==> src/rtl/whack_round_controller_if.sv <==
// Button/hit inputs and game-status outputs shared between the round controller
// and the surrounding mole generator, hit logic and timer display.
interface whack_round_controller_if #(
   parameter int NUM_LEVELS = 4
) ();
   localparam int LVL_W = (NUM_LEVELS > 1) ? $clog2(NUM_LEVELS) : 1;

   logic             start_pressed;
   logic             pause_pressed;
   logic             hit;
   logic             game_in_progress;
   logic             paused;
   logic             mole_up;
   logic             mole_clk;
   logic             game_over;
   logic [6:0]       seconds_left;
   logic [LVL_W-1:0] level;

   modport master (
      input  start_pressed, pause_pressed, hit,
      output game_in_progress, paused, mole_up, mole_clk, game_over,
             seconds_left, level
   );

   modport slave (
      output start_pressed, pause_pressed, hit,
      input  game_in_progress, paused, mole_up, mole_clk, game_over,
             seconds_left, level
   );
endinterface

==> src/rtl/whack_round_controller.sv <==
// Whac-A-Mole round controller: game timer, mole up/down phase timing with
// hit-driven difficulty levels, and pause/resume.
module whack_round_controller #(
   parameter int CLK_PER_MS          = 50000,
   parameter int GAME_LENGTH_SECONDS = 20,
   parameter int MOLE_UP_MS_INIT     = 1000,
   parameter int MOLE_DOWN_MS_INIT   = 1000,
   parameter int MOLE_MS_STEP        = 100,
   parameter int MOLE_MS_MIN         = 300,
   parameter int LEVEL_UP_HITS       = 8,
   parameter int NUM_LEVELS          = 4
) (
   input logic                      clk,
   input logic                      rst,
   whack_round_controller_if.master bus
);
   localparam int LVL_W = (NUM_LEVELS > 1) ? $clog2(NUM_LEVELS) : 1;

   localparam logic [15:0]      CLK_LAST  = 16'(CLK_PER_MS - 1);
   localparam logic [15:0]      SEC_LAST  = 16'd999;
   localparam logic [15:0]      UP_INIT   = 16'(MOLE_UP_MS_INIT);
   localparam logic [15:0]      DN_INIT   = 16'(MOLE_DOWN_MS_INIT);
   localparam logic [15:0]      MS_STEP   = 16'(MOLE_MS_STEP);
   localparam logic [15:0]      MS_MIN    = 16'(MOLE_MS_MIN);
   localparam logic [15:0]      HITS_LAST = 16'(LEVEL_UP_HITS - 1);
   localparam logic [6:0]       SECS_INIT = 7'(GAME_LENGTH_SECONDS);
   localparam logic [LVL_W-1:0] LVL_MAX   = LVL_W'(NUM_LEVELS - 1);

   typedef enum logic [2:0] {
      S_IDLE, S_UP, S_DOWN, S_PAUSED, S_OVER
   } state_t;

   state_t           state_q, state_d, ret_q, ret_d, nxt;
   logic [15:0]      presc_q, presc_d;
   logic [15:0]      sec_ms_q, sec_ms_d;
   logic [15:0]      phase_ms_q, phase_ms_d;
   logic [15:0]      hit_cnt_q, hit_cnt_d;
   logic [15:0]      up_len_q, up_len_d;
   logic [15:0]      dn_len_q, dn_len_d;
   logic [15:0]      cur_len_q, cur_len_d;
   logic [6:0]       secs_q, secs_d;
   logic [LVL_W-1:0] level_q, level_d;
   logic             mole_clk_q, mole_clk_d;
   logic             game_over_q, game_over_d;

   logic running, ms_tick, sec_wrap, game_end, phase_end;

   // Shorten a phase by one step, never going below the floor.
   function automatic logic [15:0] shorten(input logic [15:0] len);
      if ({1'b0, len} < ({1'b0, MS_MIN} + {1'b0, MS_STEP}))
         return MS_MIN;
      return len - MS_STEP;
   endfunction

   assign running   = (state_q == S_UP) || (state_q == S_DOWN);
   assign ms_tick   = running && (presc_q == CLK_LAST);
   assign sec_wrap  = ms_tick && (sec_ms_q == SEC_LAST);
   assign game_end  = sec_wrap && (secs_q == 7'd1);
   assign phase_end = ms_tick && (phase_ms_q == cur_len_q - 16'd1);

   always_comb begin
      state_d     = state_q;
      ret_d       = ret_q;
      nxt         = state_q;
      presc_d     = presc_q;
      sec_ms_d    = sec_ms_q;
      phase_ms_d  = phase_ms_q;
      hit_cnt_d   = hit_cnt_q;
      up_len_d    = up_len_q;
      dn_len_d    = dn_len_q;
      cur_len_d   = cur_len_q;
      secs_d      = secs_q;
      level_d     = level_q;
      mole_clk_d  = 1'b0;
      game_over_d = 1'b0;

      case (state_q)
         S_IDLE, S_OVER: begin
            if (bus.start_pressed) begin
               state_d    = S_UP;
               secs_d     = SECS_INIT;
               level_d    = '0;
               up_len_d   = UP_INIT;
               dn_len_d   = DN_INIT;
               cur_len_d  = UP_INIT;
               presc_d    = '0;
               sec_ms_d   = '0;
               phase_ms_d = '0;
               hit_cnt_d  = '0;
               mole_clk_d = 1'b1;
            end
         end
         S_UP, S_DOWN: begin
            presc_d = ms_tick ? 16'd0 : presc_q + 16'd1;
            if (ms_tick) begin
               sec_ms_d   = sec_wrap  ? 16'd0 : sec_ms_q + 16'd1;
               phase_ms_d = phase_end ? 16'd0 : phase_ms_q + 16'd1;
            end
            if (sec_wrap)
               secs_d = secs_q - 7'd1;

            if ((state_q == S_UP) && bus.hit) begin
               if (hit_cnt_q == HITS_LAST) begin
                  hit_cnt_d = '0;
                  if (level_q < LVL_MAX) begin
                     level_d  = level_q + 1'b1;
                     up_len_d = shorten(up_len_q);
                     dn_len_d = shorten(dn_len_q);
                  end
               end else begin
                  hit_cnt_d = hit_cnt_q + 16'd1;
               end
            end

            // A phase switch loads the freshly updated lengths, so a level-up on
            // the expiry cycle already applies to the phase being entered.
            if (phase_end) begin
               nxt       = (state_q == S_UP) ? S_DOWN : S_UP;
               cur_len_d = (nxt == S_UP) ? up_len_d : dn_len_d;
            end

            if (game_end) begin
               state_d     = S_OVER;
               game_over_d = 1'b1;
            end else begin
               mole_clk_d = phase_end && (nxt == S_UP);
               if (bus.pause_pressed) begin
                  ret_d   = nxt;
                  state_d = S_PAUSED;
               end else begin
                  state_d = nxt;
               end
            end
         end
         S_PAUSED: begin
            if (bus.pause_pressed)
               state_d = ret_q;
         end
         default: state_d = S_IDLE;
      endcase
   end

   always_ff @(posedge clk or posedge rst) begin
      if (rst) begin
         state_q     <= S_IDLE;
         ret_q       <= S_UP;
         presc_q     <= '0;
         sec_ms_q    <= '0;
         phase_ms_q  <= '0;
         hit_cnt_q   <= '0;
         up_len_q    <= UP_INIT;
         dn_len_q    <= DN_INIT;
         cur_len_q   <= UP_INIT;
         secs_q      <= SECS_INIT;
         level_q     <= '0;
         mole_clk_q  <= 1'b0;
         game_over_q <= 1'b0;
      end else begin
         state_q     <= state_d;
         ret_q       <= ret_d;
         presc_q     <= presc_d;
         sec_ms_q    <= sec_ms_d;
         phase_ms_q  <= phase_ms_d;
         hit_cnt_q   <= hit_cnt_d;
         up_len_q    <= up_len_d;
         dn_len_q    <= dn_len_d;
         cur_len_q   <= cur_len_d;
         secs_q      <= secs_d;
         level_q     <= level_d;
         mole_clk_q  <= mole_clk_d;
         game_over_q <= game_over_d;
      end
   end

   assign bus.game_in_progress = running || (state_q == S_PAUSED);
   assign bus.paused           = (state_q == S_PAUSED);
   assign bus.mole_up          = (state_q == S_UP);
   assign bus.mole_clk         = mole_clk_q;
   assign bus.game_over        = game_over_q;
   assign bus.seconds_left     = secs_q;
   assign bus.level            = level_q;
endmodule

==> src/flat_wrapper.sv <==
// flat-port wrapper written by rule: the top's interface ports become plain ports
module whack_round_controller_flat 
#(
   parameter int CLK_PER_MS          = 50000,
   parameter int GAME_LENGTH_SECONDS = 20,
   parameter int MOLE_UP_MS_INIT     = 1000,
   parameter int MOLE_DOWN_MS_INIT   = 1000,
   parameter int MOLE_MS_STEP        = 100,
   parameter int MOLE_MS_MIN         = 300,
   parameter int LEVEL_UP_HITS       = 8,
   parameter int NUM_LEVELS          = 4
)
  (clk, rst, bus_start_pressed, bus_pause_pressed, bus_hit, bus_game_in_progress, bus_paused, bus_mole_up, bus_mole_clk, bus_game_over, bus_seconds_left, bus_level);
  whack_round_controller_if #(.NUM_LEVELS(NUM_LEVELS)) bus_i ();
  input logic clk;
  input logic rst;
  input wire logic [$bits(bus_i.start_pressed)-1:0] bus_start_pressed;
  input wire logic [$bits(bus_i.pause_pressed)-1:0] bus_pause_pressed;
  input wire logic [$bits(bus_i.hit)-1:0] bus_hit;
  output wire logic [$bits(bus_i.game_in_progress)-1:0] bus_game_in_progress;
  output wire logic [$bits(bus_i.paused)-1:0] bus_paused;
  output wire logic [$bits(bus_i.mole_up)-1:0] bus_mole_up;
  output wire logic [$bits(bus_i.mole_clk)-1:0] bus_mole_clk;
  output wire logic [$bits(bus_i.game_over)-1:0] bus_game_over;
  output wire logic [$bits(bus_i.seconds_left)-1:0] bus_seconds_left;
  output wire logic [$bits(bus_i.level)-1:0] bus_level;
  assign bus_i.start_pressed = bus_start_pressed;
  assign bus_i.pause_pressed = bus_pause_pressed;
  assign bus_i.hit = bus_hit;
  assign bus_game_in_progress = bus_i.game_in_progress;
  assign bus_paused = bus_i.paused;
  assign bus_mole_up = bus_i.mole_up;
  assign bus_mole_clk = bus_i.mole_clk;
  assign bus_game_over = bus_i.game_over;
  assign bus_seconds_left = bus_i.seconds_left;
  assign bus_level = bus_i.level;
  whack_round_controller #(.CLK_PER_MS(CLK_PER_MS), .GAME_LENGTH_SECONDS(GAME_LENGTH_SECONDS), .MOLE_UP_MS_INIT(MOLE_UP_MS_INIT), .MOLE_DOWN_MS_INIT(MOLE_DOWN_MS_INIT), .MOLE_MS_STEP(MOLE_MS_STEP), .MOLE_MS_MIN(MOLE_MS_MIN), .LEVEL_UP_HITS(LEVEL_UP_HITS), .NUM_LEVELS(NUM_LEVELS)) u_core (.clk(clk), .rst(rst), .bus(bus_i));
endmodule
==> config.mk <==
export PLATFORM = sky130hd
export DESIGN_NAME = whack_round_controller_flat
export DESIGN_NICKNAME = d
export VERILOG_FILES = /design/src/rtl/whack_round_controller_if.sv /design/src/rtl/whack_round_controller.sv /design/src/flat_wrapper.sv
export SDC_FILE = /design/constraint.sdc
export NUM_CORES = 1
export LEC_CHECK = 0
export ABC_AREA = 1
export CORE_MARGIN = 4
export CORE_UTILIZATION = 60
export CTS_CLUSTER_DIAMETER = 40
export DETAILED_ROUTE_END_ITERATION = 16
export PLACE_DENSITY = 0.78
export SETUP_SLACK_MARGIN = 0.1
export SLEW_MARGIN = 0
export SYNTH_ARGS = -nofsm -noshare
export SYNTH_HDL_FRONTEND = slang
export SYNTH_SLANG_ARGS = --single-unit
==> constraint.sdc <==
create_clock -name clk -period 6.2 [get_ports clk]
set_clock_uncertainty 0.15 [all_clocks]
set_input_delay 1.24 -clock clk [delete_from_list [all_inputs] [get_ports clk]]
set_output_delay 1.24 -clock clk [all_outputs]
set_load 0.05 [all_outputs]
; ---- Yosys cells after proc, flatten, opt, wreduce, memory -nomap -nowiden
; Cells that the tools add are included.
[word_totals]
reg_bits = 129
out_inout_bits = 14
elab_cells = 124
input_bits = 5
[classes]
n_mux = 59
magnitude_cmp = 3
addsub = 9
eq_ne = 19
bitwise_logic = 1
n_reduce_logical = 20
[ops]
columns = cell, count
row1 = 2-to-1 mux 16 bit, 21
row2 = case mux 16 bit (2 select lines), 7
row3 = adder 16 x 1 -> 16 bit (second input constant), 4
row4 = less-than comparator 16 x 9 -> 1 bit (second input constant), 2
row5 = subtractor 16 x 7 -> 16 bit (second input constant), 2
row6 = 2-to-1 mux 3 bit, 6
row7 = == test 16 x 10 -> 1 bit (second input constant), 1
row8 = == test 16 bit, 1
row9 = == test 16 bit (second input constant), 1
row10 = == test 16 x 3 -> 1 bit (second input constant), 1
row11 = subtractor 16 x 1 -> 16 bit (second input constant), 1
row12 = AND reduction 3 bit, 5
row13 = 2-to-1 mux 1 bit, 14
row14 = 2-to-1 mux 7 bit, 2
row15 = case mux 7 bit (2 select lines), 1
row16 = inequality test 2 x 1 -> 1 bit (second input constant), 6
row17 = 2-to-1 mux 2 bit, 5
row18 = == test 3 x 1 -> 1 bit (second input constant), 3
row19 = case mux 3 bit (3 select lines), 1
row20 = == test 7 x 1 -> 1 bit (second input constant), 1
row21 = subtractor 7 x 1 -> 7 bit (second input constant), 1
row22 = == test 3 x 2 -> 1 bit (second input constant), 2
row23 = logical AND 1 bit, 6
row24 = AND reduction 5 bit, 1
row25 = 12 further kinds, 16

; ---- Depth between registers and ports, before layout
; Gate-level depths: netlist (run 1).
[depth]
ltp_word = 13
ltp_mapped = 18
mapped_depth_nobuf = 18

; ---- Least setup slack after synthesis (run 1)
; Ideal clock, no wire load.
[synth_timing]
path_kind = flip-flop to output port
from = register u_core.state_q[2]
to = output port bus_mole_up
path_buffers = 1
required_ns = 4.810
arrival_time_ns = 1.329
setup_slack_ns = 3.481
stages_incl_launch_ff = 5
path_cell_list = dfrtp_1 inv_1 nand3_1 inv_2 clkbuf_1
[synth_via]
elab_chain_cells = 1
[synth_lines]
columns = item, line_no
row1 = from (decl), whack_round_controller.sv:33  ; state_t state_q, state_d, ret_q, ret_d, nxt;
row2 = from (signal assigned), whack_round_controller.sv:159  ; state_q <= state_d;
row3 = == test 3 x 1 -> 1 bit, whack_round_controller.sv:177  ; assign bus.mole_up = (state_q == S_UP);
row4 = to (decl), flat_wrapper.sv:22  ; output wire logic [$bits(bus_i.mole_up)-1:0] bus_mole_up;
; Every way passes these cells.

; ---- Worst setup path in the final report (run 1)
[layout_timing]
from = input port bus_start_pressed
to = register u_core.secs_q[4] (netlist: u_core.bus.seconds_left[4])
[layout_via]
elab_chain_cells = 2
[layout_lines]
columns = item, line_no
row1 = from (decl), flat_wrapper.sv:17  ; input wire logic [$bits(bus_i.start_pressed)-1:0] bus_start_pressed;
row2 = inequality test 2 bit (no source line), -
row3 = AND reduction 3 bit (no source line), -
row4 = to (signal assigned), whack_round_controller.sv:168  ; secs_q <= secs_d;
row5 = to (decl), whack_round_controller.sv:41  ; logic [6:0] secs_q, secs_d;
; Every way passes these cells.
; A chain may end at the register's enable or synchronous reset.

==> metrics.md, run 1 <==
| Metric | Value |
|---|---|
| Finished Layout Cells | 1283 |
| Main synth FF type | dfrtp_1 |
| F_max | 259 MHz |
| Clk_lat worst skew | 0.42 ns |
| GRT Overall Usage | 0.281 |
| Max incr delay on CP | 0.45 ns |
| Fraction of layout cells with a size suffix above 1 | 0.0945 |
| Reg2reg start | u_core.state_q[0] |
| CP cell instances | clkdlybuf4s50_1, nand2_1, inv_2, nor2_4, inv_2, nand2_1, inv_1, nand3_1, o21ai_0, nand3_1 |
| Critical path type | in2reg |
| Largest net degree at the start of global routing | 64 |
| Hold path start | u_core.presc_q[3] |
| WL final | 19.3 mm |
| DR iter-0 viols | 743 |
| Min-delay worst type | reg2reg |
| Final instance area | 0.00881 mm2 |
| IO Count | 19 |
| Antenna Nets Post-Route | 0 |
| Initial antenna violation count | 0 |
| Actual slew at the worst max-slew pin | 0.837 ns |
| Total negative slack | 0 ns |
| Initial Util | 0.618 |
| CTS H-Tree Depth | 4 |
| Final Total Pwr | 3.51 mW |
| NumNets Final | 1113 |
| P per Cell Area | 398 mW/mm2 |
| Req. time, crit path | 6.40 ns |
| Clk sink count | 129 |
| Min Tclk post-route | slightly below 4 ns |
| RSZ-0062 raised after global routing | no |
| Slowest-stage cell, CP | nor2_4 |
| Final hold slack | 0.344 ns |
| Yosys warnings | 0 |
| EDFF count, synth | 0 |
| Worst path top cell family by delay | simple AND/OR/NAND/NOR gates |
| Vias | 7243 |
| Core Region | 0.0127 mm2 |
| Area growth syn-to-layout | 12.1% |
| CP endpoint kind | flip-flop |
| First-pass GRT wire length | between 30 and 40 mm |
| Dpl ws | approximately 1.9 ns |
| RePlAce Congestion | 0.908 |
| Fin crit share | 0.622 |
| Syn Inst Count | 1080 |
| CTS tree | yes |
| Flop2flop setup slack | 2.94 ns |
| Detailed-route DRC error count | 0 |
| FILL cells | 1091 |
| Die area | 0.0150 mm2 |
| Worst hold stages | 1 |
| Sequential element share of the synthesized area | 0.414 |
| WL/cell | 15.0 um |
| Max clock buf depth | 2 |
| Gr ovfl total | 0 |
| Final Util | 0.693 |
| Setup repair bufs after CTS | 0 |
| Total placed cells including tap cells | between 1000 and 1500 |
| Die width | 122 um |
| Synth Net Count | about 1100 |
| Synthesized flop and latch total | 129 |
| # rows | 41 |
| Worst EP arrival | 4.06 ns |
| Syn_area_per_cell | 7.28 um2 |
| Slew headroom | 0.439 |
| Synth Cell Area | 0.00787 mm2 |
| Clk slew on worst S/H paths | ~0.06 ns |
| Via/cell ratio | 5.65 |
| Max Slew Vio Count | 0 |
| Vias in the first global route | 6984 |
| Placement Cell Area | 0.00817 mm2 |
| First-pass iteration count of the detailed router | 6 |
| Outcome | finished, final reports clean |
| CTS Hold Bufs | 0 |
| Static Leak | 4.19 nW |
| Crit path max fanout | 24 |
| DIE HEIGHT | 122 um |
| Setup Viol. Count Final | 0 |
| Startpoint types | primary input |
| Post-CTS Resized | 0 |
| VDD IR-drop max | 0.380 mV |
| Max_cap viols | 0 |
| Yosys cell types | 50 |
| RR Endpoint | u_core.bus.seconds_left[4] |
| Num CTS Buffers | 17 |
| Hold EP | u_core.presc_q[4] |
| WP buf/inv | 4 |
| Final number of hold-violating endpoints | 0 |
| Cells on worst reg2reg path | 10 |
| CTS Root Cell | clkbuf_16 |
| Final HPWL DP | 13.4 mm |
| Synth async-reset ratio | 1.00 |
| # diodes | 0 |
| Port-buffer cells | 18 |
| Post-route worst setup slack | 2.34 ns |
==> synthesized netlist by cell type, types with 5 or more instances <==
library cell | number | share of area
nand3b_1 | 6 | 0.0057
a21oi_1 | 39 | 0.025
dfstp_2 | 21 | 0.070
xnor2_1 | 9 | 0.010
buf_2 | 6 | 0.0038
nor3_1 | 31 | 0.020
nor2_4 | 7 | 0.010
nand4_1 | 24 | 0.019
clkbuf_1 | 10 | 0.0048
inv_1 | 145 | 0.069
and3_1 | 5 | 0.0040
o21ai_0 | 55 | 0.035
ha_1 | 10 | 0.016
nor4_1 | 6 | 0.0048
nor2_2 | 7 | 0.0056
nor2_1 | 141 | 0.067
inv_2 | 9 | 0.0043
nand2_1 | 249 | 0.12
a22oi_1 | 7 | 0.0067
dfrtp_1 | 108 | 0.34
nand3_1 | 86 | 0.055
xor2_1 | 23 | 0.026
a31oi_1 | 7 | 0.0056
nand2_2 | 5 | 0.0040
o22ai_1 | 15 | 0.012
==> flip-flops by register name, summed over array words and instances (netlist names), 2 cells and up <==
signal                   count
u_core.cur_len_q            16
u_core.dn_len_q             16
u_core.hit_cnt_q            16
u_core.phase_ms_q           16
u_core.presc_q              16
u_core.sec_ms_q             16
u_core.up_len_q             16
u_core.bus.seconds_left      7
u_core.ret_q                 3
u_core.state_q               3
u_core.bus.level             2
==> layer usage <==
layer | GRT usage | part of all wire | up-vias
li1 | - | - | 3538
met1 | 0.385 | 0.45 | 3415
met2 | 0.460 | 0.48 | 250
met3 | 0.0535 | 0.054 | 40
met4 | 0.0777 | 0.015 | 0
met5 | 0 | 0 | -
==> cell families (layout without fill, tap and decap cells) <==
kind of cell    after synthesis  in the layout  share of synthesized area
flops                       129            129                      0.414
simple gates                586            586                      0.339
fa+ha+maj                    10             10                     0.0159
xor+xnor                     32             32                     0.0356
mux                           1              1                    0.00127
compound gates              142            142                      0.104
buf+inv                     180            211                     0.0910
==> area by class of cell <==
type,instances,area [um2],area share
Inverter,157,594,0.0674
Clock buffer,21,470,0.0534
Tap cell,172,215,0.0244
Clock inverter,11,175,0.0199
Timing Repair Buffer,22,210,0.0238
Sequential cell,129,3250,0.369
Multi-Input combinational cell,771,3890,0.442
==> cell usage in the layout (no fill, tap or decap), drive strengths merged <==
| cell type | count |
|---|---|
| a32o | 1 |
| clkinvlp | 2 |
| clkdlybuf4s50 | 18 |
| clkbuf | 21 |
| inv | 158 |
| o21ai | 58 |
| clkinv | 4 |
| a221oi | 2 |
| o31ai | 5 |
| nand2 | 258 |
| nor2 | 156 |
| o22ai | 15 |
| a22o | 1 |
| nand4 | 24 |
| buf | 4 |
| o21a | 2 |
| ha | 10 |
| nor3 | 34 |
| nor3b | 2 |
| nand3 | 89 |
| xor2 | 23 |
| nor4 | 8 |
| dfstp | 21 |
| dfrtp | 108 |
| bufinv | 4 |
| or2 | 4 |
| mux2i | 1 |
| a311oi | 1 |
| a21oi | 39 |
| a211oi | 2 |
| nand3b | 6 |
| a31oi | 7 |
| a2111oi | 1 |
| and3 | 5 |
| xnor2 | 9 |
| a22oi | 8 |
==> power breakdown <==
part | leakage [nW] | total (mW) | internal [mW] | switching (mW)
Combinational | 2.18 | 1.28 | 0.343 | 0.933
Sequential | 1.70 | 1.13 | 0.998 | 0.135
Clock | 0.311 | 1.10 | 0.709 | 0.387
==> how the worst max path moves through the flow <==
stage,slack [ns],end,startpoint,cells past startpoint
finish,2.34,u_core.bus.seconds_left[4],bus_start_pressed,10
global route,2.07,u_core.bus.seconds_left[4],bus_start_pressed,10
CTS,2.38,u_core.bus.seconds_left[4],bus_start_pressed,10
detailed placement,1.94,u_core.sec_ms_q[2],bus_start_pressed,8
global placement,2.04,u_core.bus.seconds_left[4],bus_start_pressed,10
floorplan,1.40,u_core.bus.game_over,rst,1
No activity file was read; power rests on OpenSTA's default activity.
==> run 2, diff against run 1 <==
CORE_UTILIZATION = 57   (was 60)
PLACE_DENSITY = 0.77   (was 0.78)
clock period = 3.2 ns   (was 6.2 ns; I/O delays follow)
==> run 2 against run 1 <==
Global-route usage fell by 3.3 points; clock-buffer cell count fell by 3; critical path type is now reg2out; highest routed layer unchanged; first-iteration DRC count shrank 15%.
==> metrics.md, run 2 (synthesized netlist as in run 1, its figures left out) <==
| Metric | Value |
|---|---|
| Outcome | finished, final reports clean |
| Vias | 7230 |
| Post-route worst setup slack | 0.318 ns |
| Max Slew Vio Count | 0 |
| Antenna Nets Post-Route | 0 |
| Core Region | between 0.01 and 0.015 mm2 |
| Crit path max fanout | 4 |
| Post-CTS Resized | 0 |
| Area growth syn-to-layout | 12.8% |
| # diodes | 0 |
| First-pass iteration count of the detailed router | 6 |
| Clk_lat worst skew | 0.43 ns |
| Die width | between 100 and 150 um |
| Static Leak | 4.22 nW |
| RSZ-0062 raised after global routing | no |
| Final number of hold-violating endpoints | 0 |
| Min Tclk post-route | 2.88 ns |
| CTS H-Tree Depth | 4 |
| Clk sink count | about 130 |
| NumNets Final | 1119 |
| Final HPWL DP | 13.6 mm |
| Startpoint types | flip-flop |
| Vias in the first global route | around 6700 |
| Final instance area | 0.00887 mm2 |
| Dpl ws | 0.324 ns |
| RR Endpoint | u_core.cur_len_q[7] |
| Actual slew at the worst max-slew pin | 0.567 ns |
| Hold EP | u_core.ret_q[0] |
| WL final | 19.0 mm |
| CTS Root Cell | clkbuf_16 |
| Max clock buf depth | 2 |
| Port-buffer cells | 18 |
| Setup Viol. Count Final | 0 |
| Cells on worst reg2reg path | 16 |
| Num CTS Buffers | 17 |
| Critical path type | reg2out |
| Gr ovfl total | 0 |
| First-pass GRT wire length | around 32 mm |
| RePlAce Congestion | 0.916 |
| Max_cap viols | 0 |
| Most frequent cells in the layout | 249 x nand2_1, 144 x inv_1, 141 x nor2_1 |
| DR iter-0 viols | 633 |
| Worst hold stages | 2 |
| Initial antenna violation count | 0 |
| P per Cell Area | ~770 mW/mm2 |
| Placement Cell Area | between 0.008 and 0.009 mm2 |
| Via/cell ratio | 5.59 |
| Die area | 0.0157 mm2 |
| Total negative slack | 0 ns |
| Fin crit share | 0.901 |
| Fraction of layout cells with a size suffix above 1 | 0.101 |
| WL/cell | 14.7 um |
| Hold path start | u_core.ret_q[0] |
| Min-delay worst type | reg2reg |
| F_max | 347 MHz |
| Reg2reg start | u_core.cur_len_q[0] |
| Largest net degree at the start of global routing | 105 |
| Clk slew on worst S/H paths | 0.06 ns |
| GRT Overall Usage | 0.248 |
| Initial Util | 0.587 |
| CTS Hold Bufs | 0 |
| Req. time, crit path | 2.41 ns |
| Setup repair bufs after CTS | 0 |
| Slew headroom | 0.622 |
| Commonest non-fill, non-tap cell in the layout | nand2_1 |
| Worst EP arrival | 2.09 ns |
| Detailed-route DRC error count | 0 |
| Flop2flop setup slack | 0.37 ns |
| CTS tree | yes |
| Final hold slack | 0.334 ns |
| VDD IR-drop max | 0.732 mV |
| # rows | 42 |
| IO Count | 19 |
| CP endpoint kind | output pin |
| DIE HEIGHT | ~130 um |
-- run 2: area by class of cell --
class / count / area, um2
clock buffers: 18 / 439
clock inverters: 14 / 193
fillers: 1152 / 4530
inverters: 157 / 596
multi-input cells: 771 / 3890
flip-flops and latches: 129 / 3250
well taps: 176 / 220
repair buffers: 28 / 278
-- run 2: how the worst max path moves through the flow --
| stage | startpoint | to | slack (ns) | cells after the start |
|---|---|---|---|---|
| 2_1_floorplan | rst | u_core.bus.game_over | 0.83 | 1 |
| 3_3_place_gp | bus_hit | u_core.cur_len_q[4] | 0.36 | 10 |
| 3_5_place_dp | bus_start_pressed | u_core.phase_ms_q[3] | 0.32 | 10 |
| 4_1_cts | u_core.state_q[0] | bus_paused | 0.29 | 3 |
| 5_1_grt | u_core.cur_len_q[0] | u_core.cur_len_q[7] | 0.11 | 16 |
| 6_report | u_core.state_q[0] | bus_paused | 0.32 | 3 |
-- run 2: per-layer routing --
metal	vias up	global-route usage	routed length [um]
li1	3562	-	-
met1	3426	0.339	8600
met2	216	0.399	8950
met3	26	0.0563	1110
met4	0	0.0695	317
met5	-	0	0
-- run 2: per-stage QoR --
step	instances	total power [mW]	util
detailed placement	1261	4.74	0.615
CTS	1293	6.85	0.662
global route	1293	7.27	0.662
floorplan	1080	4.07	-
global placement	1261	4.70	0.615
finish	1293	6.83	0.662
-- run 2: critical path, stage by stage, from the launching register on --
cell             delay (ns)
dfrtp_1                0.44
nand2_1                0.12
nor2_1                 0.24
clkdlybuf4s50_1        0.86
-- run 2: report_power, final --
group          switching, mW  internal [mW]
clock network          0.816           1.27
registers              0.257           1.93
logic                   1.82          0.731
total                   2.90           3.94
==> run 3, diff against run 2 <==
SLEW_MARGIN = 20   (was 0)
==> results of run 3 <==
The final DEF is identical to that of run 2; final timing and power are the same.
